File: src/rtl/instr_issue_ctrl.sv
// ---------------------------------------------------------------------------
// instr_issue_ctrl
//
// In-order issue controller placed in front of the 16-bit-instruction ALU
// processor (8 registers x 8 bits). Incoming instructions are buffered in a
// small FIFO. A per-register scoreboard tracks how many cycles remain until
// each pending destination write lands. The head of the queue is issued
// only when it has no RAW hazard on either source and no WAW hazard on its
// destination.
//
// Instruction format: op[15:13] srcA[12:10] srcB[9:7] dst[6:4], [3:0] unused.
//
// Parameters:
//   FIFO_DEPTH  queue entries (power of 2, >= 2)
//   EXEC_LAT    cycles from issue until the destination is written (1..7)
//   CNT_W       width of the saturating hazard-stall counter
//
// Ports:
//   clk         system clock, rising edge
//   reset       synchronous active-high reset
//   in_valid    upstream instruction valid
//   in_ready    queue can accept (from registered occupancy only)
//   in_instr    upstream instruction
//   iss_stall   processor hold, blocks new issue
//   iss_valid   one-cycle pulse per issued instruction
//   iss_instr   issued instruction, unmodified; holds when nothing issues
//   fifo_count  current queue occupancy
//   busy        controller state is not IDLE
//   stall_cnt   cycles spent in HAZ, saturating
//
// Optional build macro:
//   ISSUE_FWD_EN  the processor forwards results, so a source only counts as
//                 a hazard while its scoreboard entry is above 1. The WAW
//                 check on the destination is unaffected.
// ---------------------------------------------------------------------------
module instr_issue_ctrl #(
    parameter int FIFO_DEPTH = 4,
    parameter int EXEC_LAT   = 2,
    parameter int CNT_W      = 16
) (
    input  logic                          clk,
    input  logic                          reset,
    input  logic                          in_valid,
    output logic                          in_ready,
    input  logic [15:0]                   in_instr,
    input  logic                          iss_stall,
    output logic                          iss_valid,
    output logic [15:0]                   iss_instr,
    output logic [$clog2(FIFO_DEPTH):0]   fifo_count,
    output logic                          busy,
    output logic [CNT_W-1:0]              stall_cnt
);

    localparam int PTR_W = $clog2(FIFO_DEPTH);

    localparam logic [PTR_W:0]   DEPTH_C   = (PTR_W + 1)'(FIFO_DEPTH);
    localparam logic [PTR_W:0]   CNT_ONE_C = (PTR_W + 1)'(1);
    localparam logic [PTR_W-1:0] PTR_ONE_C = PTR_W'(1);
    localparam logic [2:0]       LAT_C     = 3'(EXEC_LAT);

    typedef enum logic [1:0] {
        IDLE,
        RUN,
        HAZ,
        HOLD
    } state_t;

    logic [15:0]      mem_q [FIFO_DEPTH];
    logic [15:0]      mem_d [FIFO_DEPTH];
    logic [PTR_W-1:0] wr_ptr_q, wr_ptr_d;
    logic [PTR_W-1:0] rd_ptr_q, rd_ptr_d;
    logic [PTR_W:0]   count_q, count_d;

    logic [2:0]       sb_q [8];
    logic [2:0]       sb_d [8];

    logic             iss_valid_q, iss_valid_d;
    logic [15:0]      iss_instr_q, iss_instr_d;
    logic [CNT_W-1:0] stall_cnt_q, stall_cnt_d;
    state_t           state_q, state_d;

    logic [15:0]      head;
    logic [2:0]       head_src_a;
    logic [2:0]       head_src_b;
    logic [2:0]       head_dst;
    logic             nonempty;
    logic             src_haz;
    logic             haz;
    logic             push;
    logic             issue;
    logic             sb_any;

    // Head decode and hazard detection. With forwarding, a producer whose
    // result lands at the very next edge can feed a source directly, so
    // only entries above 1 still block a read. A destination must always
    // be completely free to keep writes in program order.
    always_comb begin
        head       = mem_q[rd_ptr_q];
        head_src_a = head[12:10];
        head_src_b = head[9:7];
        head_dst   = head[6:4];
        nonempty   = (count_q != '0);
`ifdef ISSUE_FWD_EN
        src_haz    = (sb_q[head_src_a] > 3'd1) | (sb_q[head_src_b] > 3'd1);
`else
        src_haz    = (sb_q[head_src_a] != 3'd0) | (sb_q[head_src_b] != 3'd0);
`endif
        haz        = src_haz | (sb_q[head_dst] != 3'd0);
        // in_ready looks only at the registered count, so a full queue
        // refuses a push even when the head pops in the same cycle.
        in_ready   = (count_q < DEPTH_C);
        push       = in_valid & in_ready;
        issue      = nonempty & ~haz & ~iss_stall;
    end

    // Queue bookkeeping: write at the tail on push, advance the head on
    // issue, and keep occupancy consistent when both happen together.
    always_comb begin
        mem_d    = mem_q;
        wr_ptr_d = wr_ptr_q;
        rd_ptr_d = rd_ptr_q;
        count_d  = count_q;
        if (push) begin
            mem_d[wr_ptr_q] = in_instr;
            wr_ptr_d        = wr_ptr_q + PTR_ONE_C;
        end
        if (issue) begin
            rd_ptr_d = rd_ptr_q + PTR_ONE_C;
        end
        case ({push, issue})
            2'b10:   count_d = count_q + CNT_ONE_C;
            2'b01:   count_d = count_q - CNT_ONE_C;
            default: count_d = count_q;
        endcase
    end

    // Scoreboard: every pending entry counts down once per cycle, and an
    // issue reloads its destination with the full latency, which wins over
    // that register's decrement.
    always_comb begin
        sb_any = 1'b0;
        for (int r = 0; r < 8; r++) begin
            sb_d[r] = (sb_q[r] != 3'd0) ? (sb_q[r] - 3'd1) : 3'd0;
            if (sb_q[r] != 3'd0) begin
                sb_any = 1'b1;
            end
        end
        if (issue) begin
            sb_d[head_dst] = LAT_C;
        end
    end

    // Issue register, controller state and the HAZ-cycle counter. The
    // state is chosen from this cycle's conditions; a processor hold is
    // reported in preference to a hazard.
    always_comb begin
        iss_valid_d = issue;
        iss_instr_d = issue ? head : iss_instr_q;

        state_d = IDLE;
        if (nonempty && iss_stall) begin
            state_d = HOLD;
        end else if (nonempty && haz) begin
            state_d = HAZ;
        end else if (nonempty || sb_any) begin
            state_d = RUN;
        end

        stall_cnt_d = stall_cnt_q;
        if ((state_q == HAZ) && (stall_cnt_q != '1)) begin
            stall_cnt_d = stall_cnt_q + CNT_W'(1);
        end
    end

    // Control and status registers with synchronous reset. Reset drops all
    // queued and in-flight bookkeeping so nothing further issues.
    always_ff @(posedge clk) begin
        if (reset) begin
            wr_ptr_q    <= '0;
            rd_ptr_q    <= '0;
            count_q     <= '0;
            iss_valid_q <= 1'b0;
            iss_instr_q <= '0;
            stall_cnt_q <= '0;
            state_q     <= IDLE;
            for (int r = 0; r < 8; r++) begin
                sb_q[r] <= 3'd0;
            end
        end else begin
            wr_ptr_q    <= wr_ptr_d;
            rd_ptr_q    <= rd_ptr_d;
            count_q     <= count_d;
            iss_valid_q <= iss_valid_d;
            iss_instr_q <= iss_instr_d;
            stall_cnt_q <= stall_cnt_d;
            state_q     <= state_d;
            for (int r = 0; r < 8; r++) begin
                sb_q[r] <= sb_d[r];
            end
        end
    end

    // Queue storage holds data only; entries are meaningful solely between
    // the pointers, so it needs no reset.
    always_ff @(posedge clk) begin
        for (int i = 0; i < FIFO_DEPTH; i++) begin
            mem_q[i] <= mem_d[i];
        end
    end

    assign iss_valid  = iss_valid_q;
    assign iss_instr  = iss_instr_q;
    assign fifo_count = count_q;
    assign busy       = (state_q != IDLE);
    assign stall_cnt  = stall_cnt_q;

endmodule

File: config.mk
export PLATFORM = sky130hd
export DESIGN_NAME = instr_issue_ctrl
export DESIGN_NICKNAME = d
export VERILOG_FILES = /design/src/rtl/instr_issue_ctrl.sv
export SDC_FILE = /design/constraint.sdc
export NUM_CORES = 1
export LEC_CHECK = 0
export ABC_CLOCK_PERIOD_IN_PS = 6500
export CAP_MARGIN = 20
export CORE_MARGIN = 2
export CORE_UTILIZATION = 42
export DETAILED_ROUTE_END_ITERATION = 7
export PLACE_DENSITY_LB_ADDON = 0.25
export SETUP_SLACK_MARGIN = 0.3
export SLEW_MARGIN = 20
export SYNTH_ARGS = -nofsm -noshare
export SYNTH_HDL_FRONTEND = slang
export SYNTH_SLANG_ARGS = --single-unit
File: constraint.sdc
create_clock -name clk -period 6.5 [get_ports clk]
set_clock_uncertainty 0.05 [all_clocks]
set_input_delay 1.3 -clock clk [delete_from_list [all_inputs] [get_ports clk]]
set_output_delay 1.3 -clock clk [all_outputs]
set_load 0.02 [all_outputs]
== Yosys cells after proc, flatten, opt, wreduce, memory -nomap -nowiden ==
Memories as Yosys holds them, arrays and structs flattened.
Cells that the tools add are included.
Storage, ports and cells
  word-level logic and storage cells: 116
  register bits after elaboration: 106
  bits of input ports: 20
  latch bits: 0
  memories: 1
  RAM bits: 24
  ROM bits: 0
Operators by class
  equality and inequality tests: 4
  divide/modulo/power cells: 0
  shifts and indexed selects: 0
  magnitude comparators: 6
  add/subtract/negate cells: 13
  bitwise gates (word level): 21
  reductions and logical operators: 20
  multipliers: 0
  multiplexer cells: 40
Memory list
  sb_q: depth 8, width 3, rd ports 11, clocked after memory_dff 0, write ports 8, line 74  | logic [2:0] sb_q [8];
Operators with widths (count)
  64-bit bitwise mux: 1
  3-bit 2-to-1 mux: 17
  16-bit 2-to-1 mux: 3
  3-bit nonzero test: 12
  16-bit binary-select mux with 2-bit select: 1
  16-bit demux with 2-bit select: 1
  3-bit by 1-bit subtractor with 3-bit output (second input constant): 9
  24-bit 2-to-1 mux: 1
  16-bit by 1-bit adder with 16-bit output (second input constant): 1
  16-bit bitwise AND: 1
  16-bit != test (second input constant): 1
  16-bit NOT: 1
  1-bit 2-to-1 mux: 12
  1-bit OR: 10
  3-bit demux with 3-bit select: 1
  8-bit OR: 1
  3-bit greater-or-equal comparator (second input constant): 2
  2-bit NOT with 3-bit output: 2
  3-bit one-hot mux with 2 select lines: 1
  1-bit logical AND: 5
  2-bit by 1-bit adder with 2-bit output (second input constant): 2
  2-bit equality test (second input constant): 2
  4-bit greater-or-equal comparator (second input constant): 1
  4-bit by 1-bit less-than comparator with 1-bit output (second input constant): 1
  other kinds (10): 15

== Logic depth before layout (Yosys ltp) ==
Gate-level depths: netlist of the first run.
An unclocked memory read counts as a cell.
  depth after elaboration: 14
  gate-level depth with buffers: 15
  depth with buffers taken out: 13

== Worst setup path before layout of the first run ==
No wires, ideal clock.
  path type: register to register
  from: register rd_ptr_q[0]
  to: register count_q[2] (netlist: fifo_count[2])
  buffers on the path: 2
  data required time: 6.380 ns
  stages on the path, launching flop included: 16
  setup time: 0.070 ns
  period minus slack after synthesis: 3.357 ns
  path slack: 3.143 ns
  arrival: 3.236 ns
  cell sequence: dfxtp_1 buf_6 buf_6 mux4_2 clkinv_2 a2111oi_0 nor4_2 o211a_4 nand2_2 inv_2 ha_1 inv_1 fa_1 xor2_1 or3_1 a21oi_1
Between the ends
  cells in the longest elaborated chain, start to end: 13
  elaborated cells on any way between the ends: 17
  those cells by class: eq/ne: 2; mux: 4; bitwise: 6; reduce/logical: 4; memory: 1
RTL lines
  from (decl): line 71  | logic [PTR_W-1:0] rd_ptr_q, rd_ptr_d;
  from (signal assigned): line 191  | rd_ptr_q <= rd_ptr_d;
  2-bit NOT with 3-bit output (not written as such) (*): line 98  | head = mem_q[rd_ptr_q];
  16-bit binary-select mux with 2-bit select (*): line 98
  16-bit 2-to-1 mux (not written as such) (*) (2 in series): line 98
  memory read 8 x 3 bit (*)
  3-bit nonzero test: line 106  | src_haz = (sb_q[head_src_a] != 3'd0) | (sb_q[head_src_b] != 3'd0);
  1-bit OR: line 106
  1-bit OR (*): line 108  | haz = src_haz | (sb_q[head_dst] != 3'd0);
  1-bit NOT (*): line 113  | issue = nonempty & ~haz & ~iss_stall;
  1-bit bitwise AND (*) (2 in series): line 113
  net iss_valid_d: line 77  | logic iss_valid_q, iss_valid_d;
  2-bit by 1-bit equality test with 1-bit output / 2-bit equality test (equally long branches): line 130  | case ({push, issue})
  3-bit one-hot mux with 2 select lines / 2-bit nonzero test (equally long branches)
  to (signal assigned): line 192  | count_q <= count_d;
  to (decl): line 72  | logic [PTR_W:0] count_q, count_d;
Mark *: on every way through the listed nets, which the timed path passes. The rest lies on a longest branch. The select of a mux whose other input is x is not followed.
A chain may end at the register's enable or synchronous reset.

== Final worst setup path of the first run ==
Same ends and word-level chain as after synthesis.

==> results of run 1 <==
[power by group through the flow]
stage	clock network, uW	registers [uW]	logic, uW
5_1_grt	995	1020	791
3_3_place_gp	0	1020	709
4_1_cts	956	1010	727
3_5_place_dp	0	1030	724
2_1_floorplan	0	1040	484
6_report	939	1010	724
[kinds of logic after synthesis]
group / count (synthesis) / synth area share (%)
buffers and inverters: 55 / 4.14
multiplexers: 33 / 9.06
adder cells (fa/ha/maj): 21 / 4.58
flip-flops: 130 / 55.0
XOR/XNOR: 14 / 2.08
AND/OR/NAND/NOR: 150 / 14.3
AO/OA/AOI/OAI: 99 / 10.8
[through the flow]
step,hold slack (ps),total power [uW],worst slack (ps)
after floorplan,373,1530,3140
after global placement,387,1730,2150
after detailed placement,399,1750,1970
after CTS,406,2700,1960
after global routing,443,2810,1600
final,403,2670,1980
[layer usage]
metal / share of wire (%) / global-route usage (%) / up-vias
met5: 0 / 0 / -
met4: 1.7 / 6.82 / 0
met3: 5.3 / 5.20 / 16
met2: 50 / 31.1 / 101
met1: 43 / 23.9 / 2023
li1: - / - / 1987
[cells in the final DEF, fill, tap and decap left out, types with 3 or more instances in the layout]
cell type and n:
dfxtp_1 66, edfxtp_1 64, clkdlybuf4s50_1 56, a21oi_1 36
inv_1 26, nor2_1 26, o21ai_0 23, ha_1 20
nand3_1 19, clkbuf_16 17, mux4_2 15, or3_1 15
and2_1 13, mux2i_1 12, nor3_1 12, nand2_1 10
nor4_1 10, xor2_1 10, nor3b_1 9, o32ai_1 9
or2_2 8, a211oi_1 6, nand4_1 6, buf_4 6
a2111oi_0 4, o21ai_1 4, clkinv_2 4, xnor2_1 4
and3_1 4, inv_6 4, nor2b_1 3, nand2b_1 3
and4_1 3, clkinvlp_4 3
[critical path, delay by kind of cell (launching register included)]
| kind | cells | cell delay (ps) |
|---|---|---|
| compound gates | 4 | 1150 |
| flops | 1 | 730 |
| mux | 2 | 720 |
| simple gates | 2 | 550 |
| fa+ha+maj | 2 | 550 |
| buf+inv | 3 | 530 |
| xor+xnor | 1 | 150 |
[how the worst min path moves through the flow]
| stage | startpoint | depth (start not counted) | to |
|---|---|---|---|
| 6_report | sb_q[7][0] | 1 | sb_q[7][0] |
| 5_1_grt | sb_q[7][0] | 1 | sb_q[7][0] |
| 4_1_cts | sb_q[2][0] | 1 | sb_q[2][0] |
| 3_5_place_dp | sb_q[2][0] | 1 | sb_q[2][0] |
| 3_3_place_gp | sb_q[2][0] | 1 | sb_q[2][0] |
| 2_1_floorplan | sb_q[2][0] | 1 | sb_q[2][0] |
[flip-flops by register name (all words and copies together), names as in the netlist]
signal,flops
fifo_count,3
iss_instr,16
iss_valid,1
wr_ptr_q,2
rd_ptr_q,2
stall_cnt,16
state_q,2
mem_q,64
sb_q,24
[cell type report]
| cell class | instances | area, um2 |
|---|---|---|
| multi-input combinational | 317 | 2410 |
| tap | 180 | 225 |
| clock buffer | 17 | 425 |
| inverter | 28 | 106 |
| timing repair buffer | 63 | 611 |
| sequential | 130 | 3240 |
| clock inverter | 15 | 156 |
| fill | 1243 | 6590 |
==> metrics.txt, run 1 <==
# TYPE chip_impl_metric gauge
chip_impl_metric{name="period_utilization_post_route",unit="%"} 69.6
chip_impl_metric{name="detail-route-antenna-nets",unit=""} 0
chip_impl_metric{name="port_buffers",unit=""} 57
chip_impl_info{name="worstSetupPathType",value="register to register"} 1
chip_impl_info{name="critical_path.endpoint",value="fifo_count[2]"} 1
chip_impl_info{name="synth.largest_area_cell",value="edfxtp_1"} 1
chip_impl_metric{name="leakagePower",unit="uW"} 0.00251
chip_impl_metric{name="synth_top_cell_area_share",unit="%"} 32.6
chip_impl_metric{name="cts-hold-fix-buffers",unit=""} 0
chip_impl_metric{name="critical_path_arrival",unit="ps"} 4820
chip_impl_info{name="path_type_of_the_worst_min_delay_path",value="register to register"} 1
chip_impl_metric{name="netSwitchingPower",unit="uW"} 866
chip_impl_metric{name="timing.max_cap.violations",unit=""} 0
chip_impl_info{name="timing.critical_path.from",value="rd_ptr_q[0]"} 1
chip_impl_metric{name="placedCellCount",unit=""} 718
chip_impl_metric{name="period_needed",unit="ps"} 4520
chip_impl_metric{name="synth_area_per_cell",unit="um2"} 11.8
chip_impl_metric{name="antenna-diode-count",unit=""} 0
chip_impl_metric{name="place_congestion",unit=""} 0.807
chip_impl_metric{name="viasPerCell",unit=""} 5.50
chip_impl_metric{name="achievable-frequency",unit="MHz"} 221
chip_impl_metric{name="chipHeight",unit="um"} 123
chip_impl_info{name="run_status",value="completed"} 1
chip_impl_metric{name="timing_max_transition_violations_final",unit=""} 0
chip_impl_metric{name="post_route_cells_drive_above_1_share",unit="%"} 13.7
chip_impl_metric{name="htree_num_levels",unit=""} 4
chip_impl_info{name="ys_top_cells_by_count",value="dfxtp_1 (66), edfxtp_1 (64), a21oi_1 (36)"} 1
chip_impl_metric{name="syn-instance-count",unit=""} 502
chip_impl_metric{name="finish.utilization",unit="%"} 52.1
chip_impl_info{name="rsz0062_at_grt",value="no"} 1
chip_impl_metric{name="dieArea",unit="um2"} 15000
chip_impl_metric{name="synth_edf_count",unit=""} 64
chip_impl_metric{name="fin_setup_tns",unit="ps"} 0
chip_impl_metric{name="pwr-share-clk",unit="%"} 35.1
chip_impl_metric{name="power_report.internal_total",unit="uW"} 1810
chip_impl_info{name="root_buffer",value="clkbuf_16"} 1
chip_impl_metric{name="worstPathMaxFanout",unit=""} 16
chip_impl_info{name="synth_top_cells_by_area",value="edfxtp_1 (33%), dfxtp_1 (22%), mux4_2 (5.7%)"} 1
chip_impl_metric{name="floorplan.io_pins",unit=""} 58
chip_impl_info{name="worst_setup_path_start_kind",value="register"} 1
chip_impl_metric{name="timing.critical_path.slowest_cell_delay",unit="ps"} 730
chip_impl_metric{name="req_time_crit_path",unit="ps"} 6790
chip_impl_metric{name="drt-pass1-iter-count",unit=""} 4
chip_impl_metric{name="grt_use_total",unit="%"} 18.9
chip_impl_metric{name="yosys_register_bits",unit=""} 130
chip_impl_metric{name="clock_tree.buffer_depth",unit=""} 2
chip_impl_metric{name="nNetsFinal",unit=""} 598
chip_impl_metric{name="clock_latency",unit="ps"} 420
chip_impl_metric{name="syn-num-nets",unit=""} 543
chip_impl_metric{name="die_x",unit="um"} 123
chip_impl_metric{name="synthesis.area",unit="um2"} 5900
chip_impl_info{name="r2r_end",value="fifo_count[2]"} 1
chip_impl_metric{name="post_cts_setup_buffer_count",unit=""} 0
chip_impl_metric{name="floorplan.core_area",unit="um2"} 13800
chip_impl_metric{name="netSwitchingFraction",unit="%"} 32.4
chip_impl_metric{name="tritoncts_num_sinks",unit=""} 130
chip_impl_metric{name="dp_hpwl",unit="um"} 8920
chip_impl_metric{name="vias",unit=""} 4127
chip_impl_metric{name="layout.cells.non_filler",unit=""} 750
chip_impl_metric{name="yosys_warnings",unit=""} 0
chip_impl_metric{name="post_cts.resized_instances",unit=""} 0
chip_impl_metric{name="vias_in_the_first_global_route",unit=""} 4149
chip_impl_info{name="cell_at_the_slowest_stage_of_the_critical_path",value="dfxtp_1"} 1
chip_impl_metric{name="ys_types",unit=""} 60
chip_impl_metric{name="timing_hold_violations_final",unit=""} 0
chip_impl_metric{name="route.detailed.drc",unit=""} 0
chip_impl_metric{name="maxSlewHeadroom",unit="%"} 34.8
chip_impl_metric{name="combinationalPowerShare",unit="%"} 27.1
chip_impl_metric{name="timing.reg2reg.setup_slack",unit="ps"} 1980
chip_impl_metric{name="worst_pin_slew",unit="ps"} 975
chip_impl_info{name="critical_path.cell_chain",value="buf_4, mux2i_2, mux2i_1, a211oi_1, o41ai_2, o221a_2, nand2_2, inv_2, ha_1, inv_1, fa_1, xor2_1, or3_1, a21oi_1"} 1
chip_impl_metric{name="power_per_cell_area",unit="nW/um2"} 372
chip_impl_metric{name="postSynth.asyncResetShare",unit="%"} 0
chip_impl_info{name="endpoint_kind",value="register"} 1
chip_impl_metric{name="vdd_drop_max",unit="V"} 0.000244
chip_impl_info{name="synthFlopType",value="dfxtp_1"} 1
chip_impl_info{name="tritoncts",value="built"} 1
chip_impl_metric{name="share_seq_of_total_power",unit="%"} 37.8
chip_impl_metric{name="grt_antenna_before_repair",unit=""} 0
chip_impl_metric{name="final_design_area_no_fill",unit="um2"} 7180
chip_impl_metric{name="final_setup_vio_count",unit=""} 0
chip_impl_metric{name="postRouteWirelength",unit="um"} 13100
chip_impl_metric{name="reg2regPathDepth",unit=""} 14
chip_impl_metric{name="global_route.overflow_total",unit=""} 0
chip_impl_info{name="r2r_start",value="rd_ptr_q[0]"} 1
chip_impl_metric{name="pin_count_of_the_biggest_net_entering_global_routing",unit=""} 70
chip_impl_metric{name="grt_pass1_wl",unit="um"} 21300
chip_impl_metric{name="area_growth_syn_to_layout",unit="%"} 21.7
chip_impl_metric{name="cts_inserted_buffers",unit=""} 17
chip_impl_metric{name="placedInstanceArea",unit="um2"} 6600
chip_impl_metric{name="drtIter0Drc",unit=""} 218
chip_impl_metric{name="wire_per_inst",unit="um"} 17.4
chip_impl_info{name="synth.most_common_cell",value="dfxtp_1"} 1
chip_impl_metric{name="sequential_area_share_after_synthesis",unit="%"} 55.0
chip_impl_metric{name="clock_pin_slew_worst_setup_and_hold_paths",unit="ps"} 60
chip_impl_metric{name="initial_utilization",unit="%"} 42.8
chip_impl_metric{name="row_count",unit=""} 43
No activity file was read; power rests on OpenSTA's default activity.
==> inputs of run 2 (changes only) <==
ABC_CLOCK_PERIOD_IN_PS = 3700   (was 6500)
clock period = 3.7 ns   (was 6.5 ns; I/O delays follow)
==> metrics.txt, run 2 (synthesis results as in run 1) <==
# TYPE chip_impl_metric gauge
chip_impl_metric{name="share_seq_of_total_power",unit="%"} 35.7
chip_impl_metric{name="vias_in_the_first_global_route",unit=""} 4265
chip_impl_info{name="rsz0062_at_grt",value="yes"} 1
chip_impl_metric{name="timing.max_cap.violations",unit=""} 0
chip_impl_info{name="worstSetupPathType",value="register to register"} 1
chip_impl_info{name="r2r_end",value="fifo_count[2]"} 1
chip_impl_metric{name="final_setup_vio_count",unit=""} 0
chip_impl_metric{name="area_growth_syn_to_layout",unit="%"} 27.9
chip_impl_metric{name="clock_tree.buffer_depth",unit=""} 2
chip_impl_metric{name="dp_hpwl",unit="um"} 9180
chip_impl_metric{name="period_needed",unit="ps"} 3340
chip_impl_metric{name="drt-pass1-iter-count",unit=""} 5
chip_impl_metric{name="clock_pin_slew_worst_setup_and_hold_paths",unit="ps"} 60
chip_impl_metric{name="timing_max_transition_violations_final",unit=""} 0
chip_impl_metric{name="netSwitchingPower",unit="uW"} 1560
chip_impl_metric{name="nNetsFinal",unit=""} 630
chip_impl_metric{name="postRouteWirelength",unit="um"} 14000
chip_impl_metric{name="row_count",unit=""} 43
chip_impl_metric{name="cts_inserted_buffers",unit=""} 17
chip_impl_info{name="run_status",value="completed"} 1
chip_impl_metric{name="pwr-share-clk",unit="%"} 32.8
chip_impl_metric{name="finish.utilization",unit="%"} 54.8
chip_impl_metric{name="grt_use_total",unit="%"} 19.2
chip_impl_metric{name="post_route_cells_drive_above_1_share",unit="%"} 18.8
chip_impl_metric{name="initial_utilization",unit="%"} 42.8
chip_impl_metric{name="grt_antenna_before_repair",unit=""} 0
chip_impl_metric{name="power_per_cell_area",unit="nW/um2"} 654
chip_impl_info{name="tritoncts",value="built"} 1
chip_impl_info{name="regMostFlops",value="mem_q"} 1
chip_impl_metric{name="chipHeight",unit="um"} 123
chip_impl_metric{name="largest_register_ff_count",unit=""} 64
chip_impl_metric{name="die_x",unit="um"} 123
chip_impl_metric{name="maxSlewHeadroom",unit="%"} 46.9
chip_impl_info{name="worst_setup_path_start_kind",value="register"} 1
chip_impl_metric{name="ff_latch_area",unit="um2"} 3250
chip_impl_metric{name="reg2regPathDepth",unit=""} 15
chip_impl_metric{name="worstPathMaxFanout",unit=""} 7
chip_impl_metric{name="vdd_drop_max",unit="V"} 0.000433
chip_impl_metric{name="timing_hold_violations_final",unit=""} 0
chip_impl_metric{name="global_route.overflow_total",unit=""} 0
chip_impl_metric{name="floorplan.core_area",unit="um2"} 13800
chip_impl_metric{name="req_time_crit_path",unit="ps"} 3990
chip_impl_info{name="r2r_start",value="rd_ptr_q[0]"} 1
chip_impl_info{name="critical_path.endpoint",value="fifo_count[2]"} 1
chip_impl_metric{name="timing.reg2reg.setup_slack",unit="ps"} 360
chip_impl_metric{name="period_utilization_post_route",unit="%"} 90.3
chip_impl_info{name="root_buffer",value="clkbuf_16"} 1
chip_impl_metric{name="route.detailed.drc",unit=""} 0
chip_impl_metric{name="critical_path_arrival",unit="ps"} 3630
chip_impl_metric{name="viasPerCell",unit=""} 5.51
chip_impl_metric{name="worst_pin_slew",unit="ps"} 796
chip_impl_metric{name="drtIter0Drc",unit=""} 207
chip_impl_metric{name="htree_num_levels",unit=""} 4
chip_impl_metric{name="power_report.internal_total",unit="uW"} 3380
chip_impl_metric{name="detail-route-antenna-nets",unit=""} 0
chip_impl_metric{name="vias",unit=""} 4309
chip_impl_metric{name="leakagePower",unit="uW"} 0.00271
chip_impl_metric{name="grt_pass1_wl",unit="um"} 21700
chip_impl_info{name="timing.critical_path.from",value="rd_ptr_q[0]"} 1
chip_impl_info{name="layout_top_registers",value="mem_q (64), sb_q (24)"} 1
chip_impl_info{name="endpoint_kind",value="register"} 1
chip_impl_metric{name="floorplan.io_pins",unit=""} 58
chip_impl_metric{name="multiInputGateArea",unit="um2"} 2490
chip_impl_metric{name="place_congestion",unit=""} 0.870
chip_impl_metric{name="netSwitchingFraction",unit="%"} 31.5
chip_impl_metric{name="dieArea",unit="um2"} 15000
chip_impl_metric{name="tritoncts_num_sinks",unit=""} 130
chip_impl_metric{name="wire_per_inst",unit="um"} 17.9
chip_impl_metric{name="achievable-frequency",unit="MHz"} 299
chip_impl_metric{name="combinationalPowerShare",unit="%"} 31.4
chip_impl_metric{name="clock_latency",unit="ps"} 420
chip_impl_metric{name="fin_setup_tns",unit="ps"} 0
chip_impl_info{name="layout_common_cells",value="dfxtp_1 (64), edfxtp_1 (64), clkdlybuf4s50_1 (56)"} 1
chip_impl_metric{name="power.total",unit="uW"} 4940
chip_impl_metric{name="port_buffers",unit=""} 57
chip_impl_metric{name="pin_count_of_the_biggest_net_entering_global_routing",unit=""} 44
chip_impl_info{name="path_type_of_the_worst_min_delay_path",value="register to register"} 1
chip_impl_metric{name="antenna-diode-count",unit=""} 0
chip_impl_metric{name="fillerInstances",unit=""} 1202
[run 2: changes by cell type in the layout (fill, tap and decap cells not counted), sizes merged]
cell	before	now
mux4	15	16
bufbuf	0	1
buf	7	37
clkinvlp	3	1
clkbuf	17	23
inv	32	28
[run 2: worst max-delay path: stages (launching register included)]
cell and delay, ps:
dfxtp_4 400, buf_12 140, buf_4 120, mux4_2 560
mux2i_1 200, o32ai_1 110, nor3_2 240, o211a_4 200
nand2_2 80, inv_4 90, ha_4 130, inv_1 50
fa_2 330, xor2_1 150, or3_1 310, a21oi_1 120
[run 2: cell type report]
| type | instances | share of cell area (%) |
|---|---|---|
| Tap cell | 180 | 2.98 |
| Sequential cell | 130 | 43.1 |
| Timing Repair Buffer | 94 | 12.0 |
| Inverter | 28 | 1.44 |
| Clock inverter | 9 | 1.44 |
| Clock buffer | 23 | 6.07 |
| Multi-Input combinational cell | 318 | 33.0 |
[run 2: per-layer routing]
metal | vias up | share of wire, % | GRT usage (%)
met5 | - | 0 | 0
met3 | 19 | 3.9 | 4.74
met1 | 2149 | 44 | 23.9
met4 | 0 | 1.6 | 6.75
met2 | 85 | 50 | 32.7
li1 | 2056 | - | -
[run 2: power by group through the flow]
stage               clock (uW)  combinational (uW)  sequential (uW)
finish                    1620                1550             1760
global route              1700                1670             1780
CTS                       1650                1500             1760
detailed placement           0                1380             1780
global placement             0                1360             1780
floorplan                    0                 851             1830
[run 2: what timing repair did]
item	CTS	global route
hold endpoints to repair	0	0
setup buffers	11	4
gates cloned	2	1
gates resized for setup	15	2
setup endpoints to repair	1	1
pin swaps	2	5
hold buffers	0	0
[run 2: through the flow]
stage               setup slack (ps)  cells  instance area, um2  hold WS [ps]
floorplan                        343    502                5900           373
global placement                 175    732                6720           388
detailed placement               149    732                6720           402
CTS                              373    777                7480           416
global route                     216    782                7550           436
finish                           359    782                7550           414
[run 2: how the worst min path moves through the flow]
stage               startpoint         end  slack (ps)  depth (start not counted)
floorplan           sb_q[2][0]  sb_q[2][0]         370                          1
global placement    sb_q[1][0]  sb_q[1][0]         390                          1
detailed placement  sb_q[7][0]  sb_q[7][0]         400                          1
CTS                 sb_q[2][0]  sb_q[2][0]         420                          1
global route        sb_q[7][0]  sb_q[7][0]         440                          1
finish              sb_q[2][0]  sb_q[2][0]         410                          1
